### src/rtl/neuron_seq_pkg.sv
// rtl/neuron_seq_pkg.sv - shared types, widths and frame-length helper for the neuron pool sequencer
package neuron_seq_pkg;

  localparam int SPKID_W     = 16;
  localparam int MARKER_BIT  = 15;
  localparam int FRAME_CNT_W = 15;
  localparam int CYC_W       = 20;

  typedef enum logic [1:0] {
    IDLE,
    RUN,
    DRAIN,
    WAIT
  } seq_state_e;

  // Requested frame length 2*half+2, widened so the largest half_cnt cannot wrap.
  function automatic logic [CYC_W-1:0] frame_req(input logic [17:0] half);
    return {1'b0, half, 1'b0} + CYC_W'(2);
  endfunction

endpackage

### src/rtl/spkid_fifo.sv
// rtl/spkid_fifo.sv - single-clock first-word-fall-through FIFO for spike id words
module spkid_fifo #(
  parameter int WIDTH   = 16,
  parameter int FIFO_AW = 6
) (
  input  logic               clk_i,
  input  logic               rst_i,
  input  logic               push_i,
  input  logic [WIDTH-1:0]   push_data_i,
  input  logic               pop_i,
  output logic [WIDTH-1:0]   rd_data_o,
  output logic               empty_o,
  output logic               full_o,
  output logic [FIFO_AW:0]   count_o
);

  localparam int DEPTH = 2 ** FIFO_AW;

  logic [WIDTH-1:0]   mem_q [DEPTH];
  logic [FIFO_AW-1:0] wr_ptr_q, rd_ptr_q;
  logic [FIFO_AW:0]   count_q, count_d;
  logic               do_push, do_pop;

  assign empty_o = (count_q == '0);
  assign full_o  = (count_q == (FIFO_AW+1)'(DEPTH));
  assign count_o = count_q;
  assign do_pop  = pop_i & ~empty_o;
  // A pop frees the head slot in the same edge, so a full FIFO still accepts the push.
  assign do_push = push_i & (~full_o | do_pop);
  assign rd_data_o = empty_o ? '0 : mem_q[rd_ptr_q];

  always_comb begin
    count_d = count_q;
    if (do_push && !do_pop) count_d = count_q + 1'b1;
    else if (!do_push && do_pop) count_d = count_q - 1'b1;
  end

  always_ff @(posedge clk_i or posedge rst_i) begin
    if (rst_i) begin
      wr_ptr_q <= '0;
      rd_ptr_q <= '0;
      count_q  <= '0;
    end else begin
      if (do_push) wr_ptr_q <= wr_ptr_q + 1'b1;
      if (do_pop)  rd_ptr_q <= rd_ptr_q + 1'b1;
      count_q <= count_d;
    end
  end

  always_ff @(posedge clk_i) begin
    if (do_push) mem_q[wr_ptr_q] <= push_data_i;
  end

endmodule

### src/rtl/neuron_pool_sequencer.sv
// rtl/neuron_pool_sequencer.sv - issues neuron slots per frame, aligns spikes and buffers tagged spike words
// Optional SPKID_FRAME_MARKER_EN: push a {1, frame number} marker word at every frame_done.
module neuron_pool_sequencer
  import neuron_seq_pkg::*;
#(
  parameter int NN       = 8,
  parameter int PIPE_LAT = 4,
  parameter int FIFO_AW  = 6
) (
  input  logic                   clk,
  input  logic                   reset,
  input  logic                   enable,
  input  logic [17:0]            half_cnt,
  output logic [NN-1:0]          neuron_idx,
  output logic                   slot_valid,
  input  logic                   spike_in,
  output logic                   frame_done,
  output logic [FRAME_CNT_W-1:0] frame_cnt,
  input  logic                   rd_en,
  output logic [SPKID_W-1:0]     rd_data,
  output logic                   fifo_empty,
  output logic [FIFO_AW:0]       fifo_count,
  output logic                   overflow,
  output logic                   overrun
);

  localparam logic [CYC_W-1:0] N_SLOTS = CYC_W'(2 ** NN);
  localparam logic [CYC_W-1:0] MIN_LEN = CYC_W'(2 ** NN + PIPE_LAT);

  seq_state_e             state_q, state_d;
  logic [CYC_W-1:0]       cyc_q, cyc_d;
  logic [CYC_W-1:0]       len_q, len_d;
  logic [CYC_W-1:0]       len_req;
  logic [FRAME_CNT_W-1:0] frame_cnt_q, frame_cnt_d;
  logic                   overrun_q, overrun_d;
  logic                   overflow_q;
  logic                   frame_start, last_cyc;

  assign len_req    = frame_req(half_cnt);
  assign last_cyc   = (cyc_q == len_q - CYC_W'(1));
  assign slot_valid = (state_q == RUN);
  assign neuron_idx = (state_q == RUN) ? cyc_q[NN-1:0] : '0;
  assign frame_cnt  = frame_cnt_q;
  assign overrun    = overrun_q;
  assign overflow   = overflow_q;

  always_comb begin
    state_d     = state_q;
    cyc_d       = cyc_q;
    len_d       = len_q;
    frame_cnt_d = frame_cnt_q;
    overrun_d   = overrun_q;
    frame_done  = 1'b0;
    frame_start = 1'b0;
    case (state_q)
      IDLE:  frame_start = enable;
      RUN: begin
        cyc_d = cyc_q + CYC_W'(1);
        if (cyc_q == N_SLOTS - CYC_W'(1)) state_d = DRAIN;
      end
      DRAIN: begin
        cyc_d = cyc_q + CYC_W'(1);
        if (last_cyc) frame_done = 1'b1;
        else if (cyc_q == MIN_LEN - CYC_W'(1)) state_d = WAIT;
      end
      WAIT: begin
        cyc_d      = cyc_q + CYC_W'(1);
        frame_done = last_cyc;
      end
      default: state_d = IDLE;
    endcase
    // enable is only consulted at frame boundaries, so a mid-frame drop finishes the frame.
    if (frame_done) begin
      frame_cnt_d = frame_cnt_q + FRAME_CNT_W'(1);
      state_d     = IDLE;
      frame_start = enable;
    end
    if (frame_start) begin
      state_d = RUN;
      cyc_d   = '0;
      len_d   = (len_req < MIN_LEN) ? MIN_LEN : len_req;
      if (len_req < MIN_LEN) overrun_d = 1'b1;
    end
  end

  always_ff @(posedge clk or posedge reset) begin
    if (reset) begin
      state_q     <= IDLE;
      cyc_q       <= '0;
      len_q       <= MIN_LEN;
      frame_cnt_q <= '0;
      overrun_q   <= 1'b0;
    end else begin
      state_q     <= state_d;
      cyc_q       <= cyc_d;
      len_q       <= len_d;
      frame_cnt_q <= frame_cnt_d;
      overrun_q   <= overrun_d;
    end
  end

  // Slot tag delay line, matched to the datapath latency.
  logic [PIPE_LAT-1:0] dly_v_q;
  logic [NN-1:0]       dly_idx_q [PIPE_LAT];

  always_ff @(posedge clk or posedge reset) begin
    if (reset) begin
      dly_v_q <= '0;
      for (int i = 0; i < PIPE_LAT; i++) dly_idx_q[i] <= '0;
    end else begin
      dly_v_q[0]   <= slot_valid;
      dly_idx_q[0] <= neuron_idx;
      for (int i = 1; i < PIPE_LAT; i++) begin
        dly_v_q[i]   <= dly_v_q[i-1];
        dly_idx_q[i] <= dly_idx_q[i-1];
      end
    end
  end

  logic               spike_push;
  logic [SPKID_W-1:0] spike_word;
  logic               push_req;
  logic [SPKID_W-1:0] push_data;
  logic               fifo_full, fifo_pop;

  assign spike_push = spike_in & dly_v_q[PIPE_LAT-1];
  assign spike_word = {1'b0, frame_cnt_q[FRAME_CNT_W-1-NN:0], dly_idx_q[PIPE_LAT-1]};
  assign fifo_pop   = rd_en & ~fifo_empty;

`ifdef SPKID_FRAME_MARKER_EN
  logic               mk_pend_q, mk_pend_d;
  logic [SPKID_W-1:0] mk_word_q, mk_word_d, mk_now;

  // A marker colliding with a spike is deferred one cycle so the spike lands first.
  always_comb begin
    mk_now                        = '0;
    mk_now[MARKER_BIT]            = 1'b1;
    mk_now[FRAME_CNT_W-1:0]       = frame_cnt_q + FRAME_CNT_W'(1);
    push_req  = 1'b0;
    push_data = spike_word;
    mk_pend_d = mk_pend_q;
    mk_word_d = mk_word_q;
    if (spike_push) begin
      push_req = 1'b1;
    end else if (mk_pend_q) begin
      push_req  = 1'b1;
      push_data = mk_word_q;
      mk_pend_d = 1'b0;
    end else if (frame_done) begin
      push_req  = 1'b1;
      push_data = mk_now;
    end
    if (frame_done && (spike_push || mk_pend_q)) begin
      mk_pend_d = 1'b1;
      mk_word_d = mk_now;
    end
  end

  always_ff @(posedge clk or posedge reset) begin
    if (reset) begin
      mk_pend_q <= 1'b0;
      mk_word_q <= '0;
    end else begin
      mk_pend_q <= mk_pend_d;
      mk_word_q <= mk_word_d;
    end
  end
`else
  assign push_req  = spike_push;
  assign push_data = spike_word;
`endif

  always_ff @(posedge clk or posedge reset) begin
    if (reset) overflow_q <= 1'b0;
    else if (push_req && fifo_full && !fifo_pop) overflow_q <= 1'b1;
  end

  spkid_fifo #(
    .WIDTH   (SPKID_W),
    .FIFO_AW (FIFO_AW)
  ) u_fifo (
    .clk_i       (clk),
    .rst_i       (reset),
    .push_i      (push_req),
    .push_data_i (push_data),
    .pop_i       (rd_en),
    .rd_data_o   (rd_data),
    .empty_o     (fifo_empty),
    .full_o      (fifo_full),
    .count_o     (fifo_count)
  );

endmodule
### config.mk
export PLATFORM = sky130hd
export DESIGN_NAME = neuron_pool_sequencer
export DESIGN_NICKNAME = d
export VERILOG_FILES = /design/src/rtl/neuron_seq_pkg.sv /design/src/rtl/spkid_fifo.sv /design/src/rtl/neuron_pool_sequencer.sv
export SDC_FILE = /design/constraint.sdc
export NUM_CORES = 1
export LEC_CHECK = 0
export CORE_MARGIN = 4
export CORE_UTILIZATION = 54
export DETAILED_ROUTE_END_ITERATION = 7
export PLACE_DENSITY_LB_ADDON = 0.12
export SYNTH_ARGS = -nofsm -noshare
export SYNTH_HDL_FRONTEND = slang
export SYNTH_SLANG_ARGS = --single-unit
### constraint.sdc
create_clock -name clk -period 8.15 [get_ports clk]
set_input_delay 1.63 -clock clk [delete_from_list [all_inputs] [get_ports clk]]
set_output_delay 1.63 -clock clk [all_outputs]
set_load 0.1 [all_outputs]
==> results_tabular.tex, run 1 <==
\begin{tabular}{lr}
\hline
Metric & Value \\
\hline
\multicolumn{2}{l}{\textbf{Power and ir drop}} \\
Net load switching power & 4900 uW \\
Share of total power consumed by net switching & 31.4\% \\
Design internal power & 10700 uW \\
Power density normalized to cell area & 322 nW/um\^{}2 \\
Static Leakage & 0.0158 uW \\
Share of total power in sequential cells & 41.9\% \\
Share of power burned in combinational logic & 27.4\% \\
Share of total power in the clock network & 30.7\% \\
Maximum VDD drop & 431 uV \\
\multicolumn{2}{l}{\textbf{Timing}} \\
Final hold viol count & 0 \\
Number of failing setup endpoints in the final timing report & 0 \\
Max-slew headroom & 16.0\% \\
Clock Skew & 0.0194 ns \\
Final count of pins violating max slew & 0 \\
Maximum achievable frequency & 149 MHz \\
Fin crit period & 6.71 ns \\
Final setup TNS & 0 ns \\
Actual slew at the worst max-slew pin & 1.26 ns \\
Post-route fraction of the period consumed by the critical path & 82.3\% \\
Setup repair after global routing missed its margin & false \\
\multicolumn{2}{l}{\textbf{Synth}} \\
Total of warnings raised by yosys & 0 \\
Combinational family with the most area after synthesis & multiplexers \\
Number of storage elements in the synthesis netlist & 1073 \\
Adder-cell share of the synthesized area & 0.400\% \\
Synthesized-area fraction occupied by ao, oa, aoi and oai cells & 0.898\% \\
Count of different cell masters after synthesis & 66 \\
Instance count of the mapped netlist & 2027 \\
Synthesized-area fraction occupied by xor and xnor cells & 1.86\% \\
Most instantiated flip-flop cell in the synthesis netlist & edfxtp\_1 \\
Mean cell area of the mapped netlist & 21.0 sq um \\
Ys async rst share & 10.5\% \\
Register area share after synthesis & 74.5\% \\
Number of synthesized flops with an enable pin & 960 \\
Total nets after synthesis & 2063 \\
Portion of netlist area occupied by mux cells & 17.0\% \\
Post-synthesis simple-gate area fraction & 4.17\% \\
Cell Area, Synth & 42500 sq um \\
\multicolumn{2}{l}{\textbf{Placed design}} \\
Count of buffers inserted at the top-level ports & 72 \\
Routability Congestion & 0.839 \\
Detailed Place HPWL & 56500 um \\
Placed cell count & 3128 \\
\multicolumn{2}{l}{\textbf{Clocking}} \\
Maximum clock path buffer count & 3 \\
Later-pin clock latency in the skew report & 0.67 ns \\
Post-CTS Setup Inserts & 0 \\
Clock-pin transition on the worst setup and hold timing paths & 0.06 ns \\
Clock sink total & 1073 \\
Number of cells upsized or downsized after cts & 0 \\
Clock H-tree levels & 3 \\
Root Buffer & clkbuf\_16 \\
Num CTS Buffers & 108 \\
CTS tree & done \\
Post-cts hold buffer count & 0 \\
\multicolumn{2}{l}{\textbf{Layout}} \\
Number of nets at the end of the flow & 2234 \\
Final core utilization & 62.2\% \\
Non-Filler Instances & 3325 \\
Proportion of layout cells with a drive suffix above 1 & 26.6\% \\
P\&R area growth vs syn & 13.8\% \\
\multicolumn{2}{l}{\textbf{Worst hold path}} \\
Destination of the worst hold path & dly\_idx\_q[3] \\
Startpoint of the most critical hold path & dly\_idx\_q[11] \\
Worst hold path type & flop to flop \\
Number of cells on the worst hold path & 0 \\
\multicolumn{2}{l}{\textbf{Global routing}} \\
Total grt overflow & 0 \\
Global router's overall resource usage & 24.3\% \\
Pin count of the biggest net entering global routing & 73 \\
Wire length of the first global-routing pass & 145000 um \\
Number of antenna violations at the first check in global routing & 8 \\
Number of global-route vias before repair & 21300 \\
\multicolumn{2}{l}{\textbf{Die}} \\
Die X & 289 um \\
Io pins & 74 \\
Initial Utilization & 54.7\% \\
Die outline height & 289 um \\
Core box area & 77700 sq um \\
Standard-cell rows & 102 \\
Die ar. & 83200 sq um \\
\multicolumn{2}{l}{\textbf{Job}} \\
Count of max-cap constraint violations & 0 \\
\multicolumn{2}{l}{\textbf{Status}} \\
Status & finished clean \\
\multicolumn{2}{l}{\textbf{Setup path}} \\
Worst Path Class, Setup & flop to output pin \\
Launch point of the worst reg-to-reg path & len\_q[1] \\
Required time at the endpoint of the critical path & 6.52 ns \\
Type of origin of the critical path & flop \\
Arrival time worst endpoint & 5.08 ns \\
Maximum fanout encountered on the critical timing path & 44 \\
R2r worst-path depth & 11 \\
R2R Path End & len\_q[1] \\
Slack of the worst reg-to-reg path & 4.00 ns \\
Critical path endpoint category & output pin \\
Startpoint of the most critical setup path & u\_fifo.rd\_ptr\_q[0] \\
\multicolumn{2}{l}{\textbf{Drt}} \\
Vias & 20800 \\
Vias per cell & 6.25 \\
Iteration-0 DRC count of the detailed router & 2185 \\
Routed WL & 98000 um \\
Number of search-and-repair iterations in the first detailed-routing pass & 7 \\
Detailed-route DRC error count & 0 \\
WL/cell & 29.5 um \\
Final antenna-violating net count & 0 \\
\hline
\end{tabular}
-- power by group through the flow --
stage | logic, uW | registers (uW) | clock network [uW]
finish | 4280 | 6530 | 4780
global route | 4510 | 6580 | 5120
CTS | 4340 | 6540 | 4870
detailed placement | 4320 | 6650 | 0
global placement | 4300 | 6640 | 0
floorplan | 3260 | 6420 | 0
-- metal layers --
layer | global-route usage, % | up-vias | routed length (um)
met5 | 0 | - | 41
met4 | 5.44 | 6 | 1590
met3 | 3.75 | 106 | 6840
met2 | 39.0 | 775 | 48600
met1 | 36.2 | 11200 | 40900
li1 | - | 8646 | -
-- worst max path at each step --
stage	endpoint	slack (ns)	cells past startpoint
final	rd_data[0]	1.44	6
after floorplan	frame_done	1.77	8
after detailed placement	rd_data[0]	2.04	6
after global routing	rd_data[0]	1.18	6
after global placement	rd_data[0]	2.02	6
after CTS	rd_data[0]	1.31	6
-- area by class of cell --
cell class | count | area [sq um]
flip-flops and latches | 1073 | 31700
clock inverters | 53 | 477
fillers | 5284 | 29400
well taps | 1040 | 1300
repair buffers | 163 | 1500
inverters | 15 | 58.8
multi-input cells | 837 | 10400
diodes | 1 | 2.50
clock buffers | 143 | 2960
-- kinds of logic after synthesis --
| group | Yosys count |
|---|---|
| compound gates | 58 |
| xor+xnor | 90 |
| fa+ha+maj | 13 |
| buf+inv | 117 |
| flops | 1073 |
| mux | 328 |
| other cells | 1 |
| simple gates | 347 |
-- cell usage in the layout, fill, tap and decap left out, drive strengths merged, types with 4 or more instances in the layout --
| master | count |
|---|---|
| xnor2 | 47 |
| or3 | 4 |
| nand3 | 25 |
| and3 | 9 |
| nor2 | 132 |
| or4 | 6 |
| mux4 | 315 |
| nand4 | 18 |
| a21oi | 17 |
| clkdlybuf4s50 | 72 |
| xor2 | 43 |
| dfrtp | 111 |
| or3b | 5 |
| mux2 | 10 |
| buf | 91 |
| or2 | 5 |
| bufinv | 8 |
| clkinv | 41 |
| clkbuf | 143 |
| nor3 | 19 |
| nand2 | 58 |
| and2 | 12 |
| ha | 12 |
| edfxtp | 960 |
| nor4 | 14 |
| a31oi | 5 |
| inv | 17 |
| nor2b | 26 |
| o21ai | 14 |
-- Yosys cell counts, types with 12 or more instances --
| library cell | instances | area share (%) |
|---|---|---|
| a21oi_1 | 17 | 0.20 |
| and2_1 | 12 | 0.18 |
| buf_1 | 31 | 0.27 |
| clkbuf_1 | 61 | 0.54 |
| dfrtp_1 | 111 | 6.5 |
| edfxtp_1 | 960 | 68 |
| ha_1 | 12 | 0.35 |
| inv_1 | 15 | 0.13 |
| mux4_2 | 315 | 17 |
| nand2_1 | 58 | 0.51 |
| nand3_1 | 25 | 0.29 |
| nand4_1 | 18 | 0.27 |
| nor2_1 | 132 | 1.2 |
| nor2b_1 | 26 | 0.38 |
| nor3_1 | 15 | 0.18 |
| o21ai_0 | 14 | 0.16 |
| xnor2_1 | 47 | 0.97 |
| xor2_1 | 43 | 0.89 |
-- state kept, by name, summed over array words and instances, names as in the netlist --
signal	count
cyc_q	20
dly_idx_q	32
dly_v_q	4
frame_cnt	15
len_q	19
overflow	1
overrun	1
state_q	2
u_fifo.count_o	7
u_fifo.mem_q	960
u_fifo.rd_ptr_q	6
u_fifo.wr_ptr_q	6
-- through the flow --
step / setup slack (ns) / hold WS, ns / total power, uW / area, sq um
6_report: 1.44 / 0.346 / 15600 / 48300
5_1_grt: 1.18 / 0.354 / 16200 / 48300
4_1_cts: 1.31 / 0.349 / 15700 / 48300
3_5_place_dp: 2.04 / 0.335 / 11000 / 44900
3_3_place_gp: 2.02 / 0.332 / 10900 / 44900
2_1_floorplan: 1.77 / 0.331 / 9690 / 42500
-- worst max-delay path, cell delays in order, from the launching register on --
cell and delay (ns):
dfrtp_4 1.08, buf_12 0.39, mux4_2 0.54, mux4_2 0.60, mux4_2 0.59, nor2b_1 0.17, clkdlybuf4s50_1 0.99
Power figures use the tool's default switching activity.
==> inputs of run 2 (changes only) <==
==> constraint.sdc (replaced) <==
create_clock -name clk -period 6.2 [get_ports clk]
set_input_delay 1.24 -clock clk [delete_from_list [all_inputs] [get_ports clk]]
set_output_delay 1.24 -clock clk [all_outputs]
set_load 0.1 [all_outputs]
==> run 2 against run 1 <==
Final cell count grew 0.15%; sequential power grew 30%; total power grew 32%; register-to-register slack lost 2.1 ns; sequential share of layout area shrank 0.074 points; largest cell class unchanged.
==> results_tabular.tex, run 2 (synthesized netlist as in run 1, its figures left out) <==
\begin{tabular}{lr}
\hline
Metric & Value \\
\hline
\multicolumn{2}{l}{\textbf{Global routing}} \\
Number of antenna violations at the first check in global routing & 3 (-5) \\
Wire length of the first global-routing pass & 145000 um (+0.20\%) \\
Number of global-route vias before repair & 21200 (-0.57\%) \\
Pin count of the biggest net entering global routing & 87 (+19\%) \\
Global router's overall resource usage & 24.3\% (-0.036 points) \\
Total grt overflow & 0 (unchanged) \\
\multicolumn{2}{l}{\textbf{Layout}} \\
Commonest non-fill, non-tap cell in the layout & edfxtp\_1 \\
P\&R area growth vs syn & 13.9\% \\
Final core utilization & 62.3\% (+0.076 points) \\
Largest register by flop count & u\_fifo.mem\_q \\
Filler cell count & 5370 (+1.6\%) \\
Flip-flop count of the largest register after layout & 960 (unchanged) \\
Top Registers & u\_fifo.mem\_q: 960 flops, dly\_idx\_q: 32 flops, cyc\_q: 20 flops \\
Commonest cells after routing, fill and taps aside & edfxtp\_1, mux4\_2, nor2\_1 \\
Proportion of layout cells with a drive suffix above 1 & 27.6\% (+0.95 points) \\
Number of nets at the end of the flow & 2233 (-0.045\%) \\
\multicolumn{2}{l}{\textbf{Clocking}} \\
Later-pin clock latency in the skew report & 0.66 ns (about the same) \\
Clock-pin transition on the worst setup and hold timing paths & 0.07 ns (about the same) \\
CTS tree & done \\
Num CTS Buffers & 109 (+0.93\%) \\
Maximum clock path buffer count & 3 (unchanged) \\
Post-cts hold buffer count & 0 (unchanged) \\
Number of cells upsized or downsized after cts & 0 (unchanged) \\
Clock H-tree levels & 3 (unchanged) \\
Post-CTS Setup Inserts & 0 (unchanged) \\
Clock sink total & 1073 (unchanged) \\
Root Buffer & clkbuf\_16 \\
\multicolumn{2}{l}{\textbf{Die}} \\
Die ar. & 83200 sq um (unchanged) \\
Io pins & 74 (unchanged) \\
Core box area & 77700 sq um (unchanged) \\
Initial Utilization & 54.7\% (unchanged) \\
Standard-cell rows & 102 (unchanged) \\
Die X & 289 um (unchanged) \\
Die outline height & 289 um (unchanged) \\
\multicolumn{2}{l}{\textbf{Drt}} \\
Number of search-and-repair iterations in the first detailed-routing pass & 5 (-2) \\
Iteration-0 DRC count of the detailed router & 2557 (+17\%) \\
Detailed-route DRC error count & 0 (unchanged) \\
Final antenna-violating net count & 0 (unchanged) \\
Vias & 20700 (-0.24\%) \\
Routed WL & 98200 um (+0.23\%) \\
Vias per cell & 6.22 (-0.39\%) \\
WL/cell & 29.5 um (about the same) \\
\multicolumn{2}{l}{\textbf{Worst hold path}} \\
Worst hold path type & flop to flop \\
\multicolumn{2}{l}{\textbf{Timing}} \\
Max-slew headroom & 18.6\% (+2.6 points) \\
Clock Skew & 0.0215 ns (+0.00207 ns) \\
Fin crit period & 5.28 ns \\
Setup repair after global routing missed its margin & false \\
Final hold viol count & 0 (unchanged) \\
Actual slew at the worst max-slew pin & 1.22 ns (-0.0388 ns) \\
Maximum achievable frequency & 189 MHz \\
Final count of pins violating max slew & 0 (unchanged) \\
Final setup slack of the worst path & 0.917 ns (-0.525 ns) \\
Number of failing setup endpoints in the final timing report & 0 (unchanged) \\
Final setup TNS & 0 ns (unchanged) \\
Post-route fraction of the period consumed by the critical path & 85.2\% \\
\multicolumn{2}{l}{\textbf{Setup path}} \\
Maximum fanout encountered on the critical timing path & 42 (-4.5\%) \\
Required time at the endpoint of the critical path & 4.96 ns (-1.56 ns) \\
Arrival time worst endpoint & 4.04 ns (-1.04 ns) \\
Worst Path Class, Setup & flop to output pin \\
Critical path endpoint category & output pin \\
Type of origin of the critical path & flop \\
\multicolumn{2}{l}{\textbf{Job}} \\
Count of max-cap constraint violations & 0 (unchanged) \\
\multicolumn{2}{l}{\textbf{Placed design}} \\
Detailed Place HPWL & 56000 um (-0.92\%) \\
Routability Congestion & 0.809 (-3.5\%) \\
Count of buffers inserted at the top-level ports & 72 (unchanged) \\
Setup WS pre-CTS & 1.54 ns (-0.502 ns) \\
\multicolumn{2}{l}{\textbf{Power and ir drop}} \\
Power density normalized to cell area & 425 nW/um\^{}2 (+32\%) \\
Static Leakage & 0.0158 uW (+0.36\%) \\
Maximum VDD drop & 548 uV (+27\%) \\
\multicolumn{2}{l}{\textbf{Status}} \\
Status & finished clean \\
\hline
\end{tabular}
-- run 2: cell count changes in the layout (fill, tap and decap cells not counted), sizes merged, moves of 2 or more --
cell           before  now
clkbuf            143  140
buf                91  105
clkinvlp            2    4
inv                17   22
clkinv             41   43
clkdlybuf4s50      72   56
-- run 2: worst paths after layout --
check	startpoint	depth (start not counted)	slack, ns	to
min in group asynchronous	reset	2	1.22	dly_idx_q[8]
min reg2reg	dly_v_q[1]	0	0.34	dly_v_q[2]
min	dly_v_q[1]	0	0.34	dly_v_q[2]
max	u_fifo.rd_ptr_q[0]	6	0.92	rd_data[8]
max reg2reg	len_q[1]	10	1.89	len_q[6]
max in group asynchronous	reset	3	3.92	frame_cnt[4]
-- run 2: routing by layer --
| layer | track usage (%) | up-vias | part of all wire [%] | wire [um] |
|---|---|---|---|---|
| met2 | 38.7 | 816 | 49 | 48000 |
| met3 | 4.18 | 126 | 7.6 | 7450 |
| met1 | 35.6 | 11100 | 41 | 40600 |
| met4 | 6.26 | 0 | 2.1 | 2070 |
| li1 | - | 8644 | - | - |
| met5 | 0 | - | 0 | 0 |
-- run 2: final cells by class --
type	count	area, sq um	share of cell area, %
antenna	1	2.50	0.00517
timing repair buffer	161	1460	3.02
sequential	1073	31700	65.5
inverter	15	58.8	0.121
tap	1040	1300	2.69
clock buffer	140	2970	6.13
clock inverter	63	566	1.17
multi-input combinational	837	10400	21.4
-- run 2: stage by stage --
step,hold slack [ns],instance area (sq um),power [uW],instances
5_1_grt,0.351,48400,21400,3329
3_5_place_dp,0.335,44900,14400,3126
3_3_place_gp,0.332,44900,14400,3126
6_report,0.340,48400,20600,3330
4_1_cts,0.344,48400,20800,3329
2_1_floorplan,0.331,42500,12700,2027
-- run 2: where the power goes --
group / internal [uW] / switching [uW]
logic: 2380 / 3290
clock network: 3750 / 2660
registers: 7950 / 555
-- run 2: worst max-delay path, cell delays in order (launching register included) --
cell and delay (ns):
dfrtp_4 0.78, buf_12 0.41, mux4_2 0.55, mux4_2 0.60
mux4_2 0.56, nor2b_1 0.17, buf_4 0.24
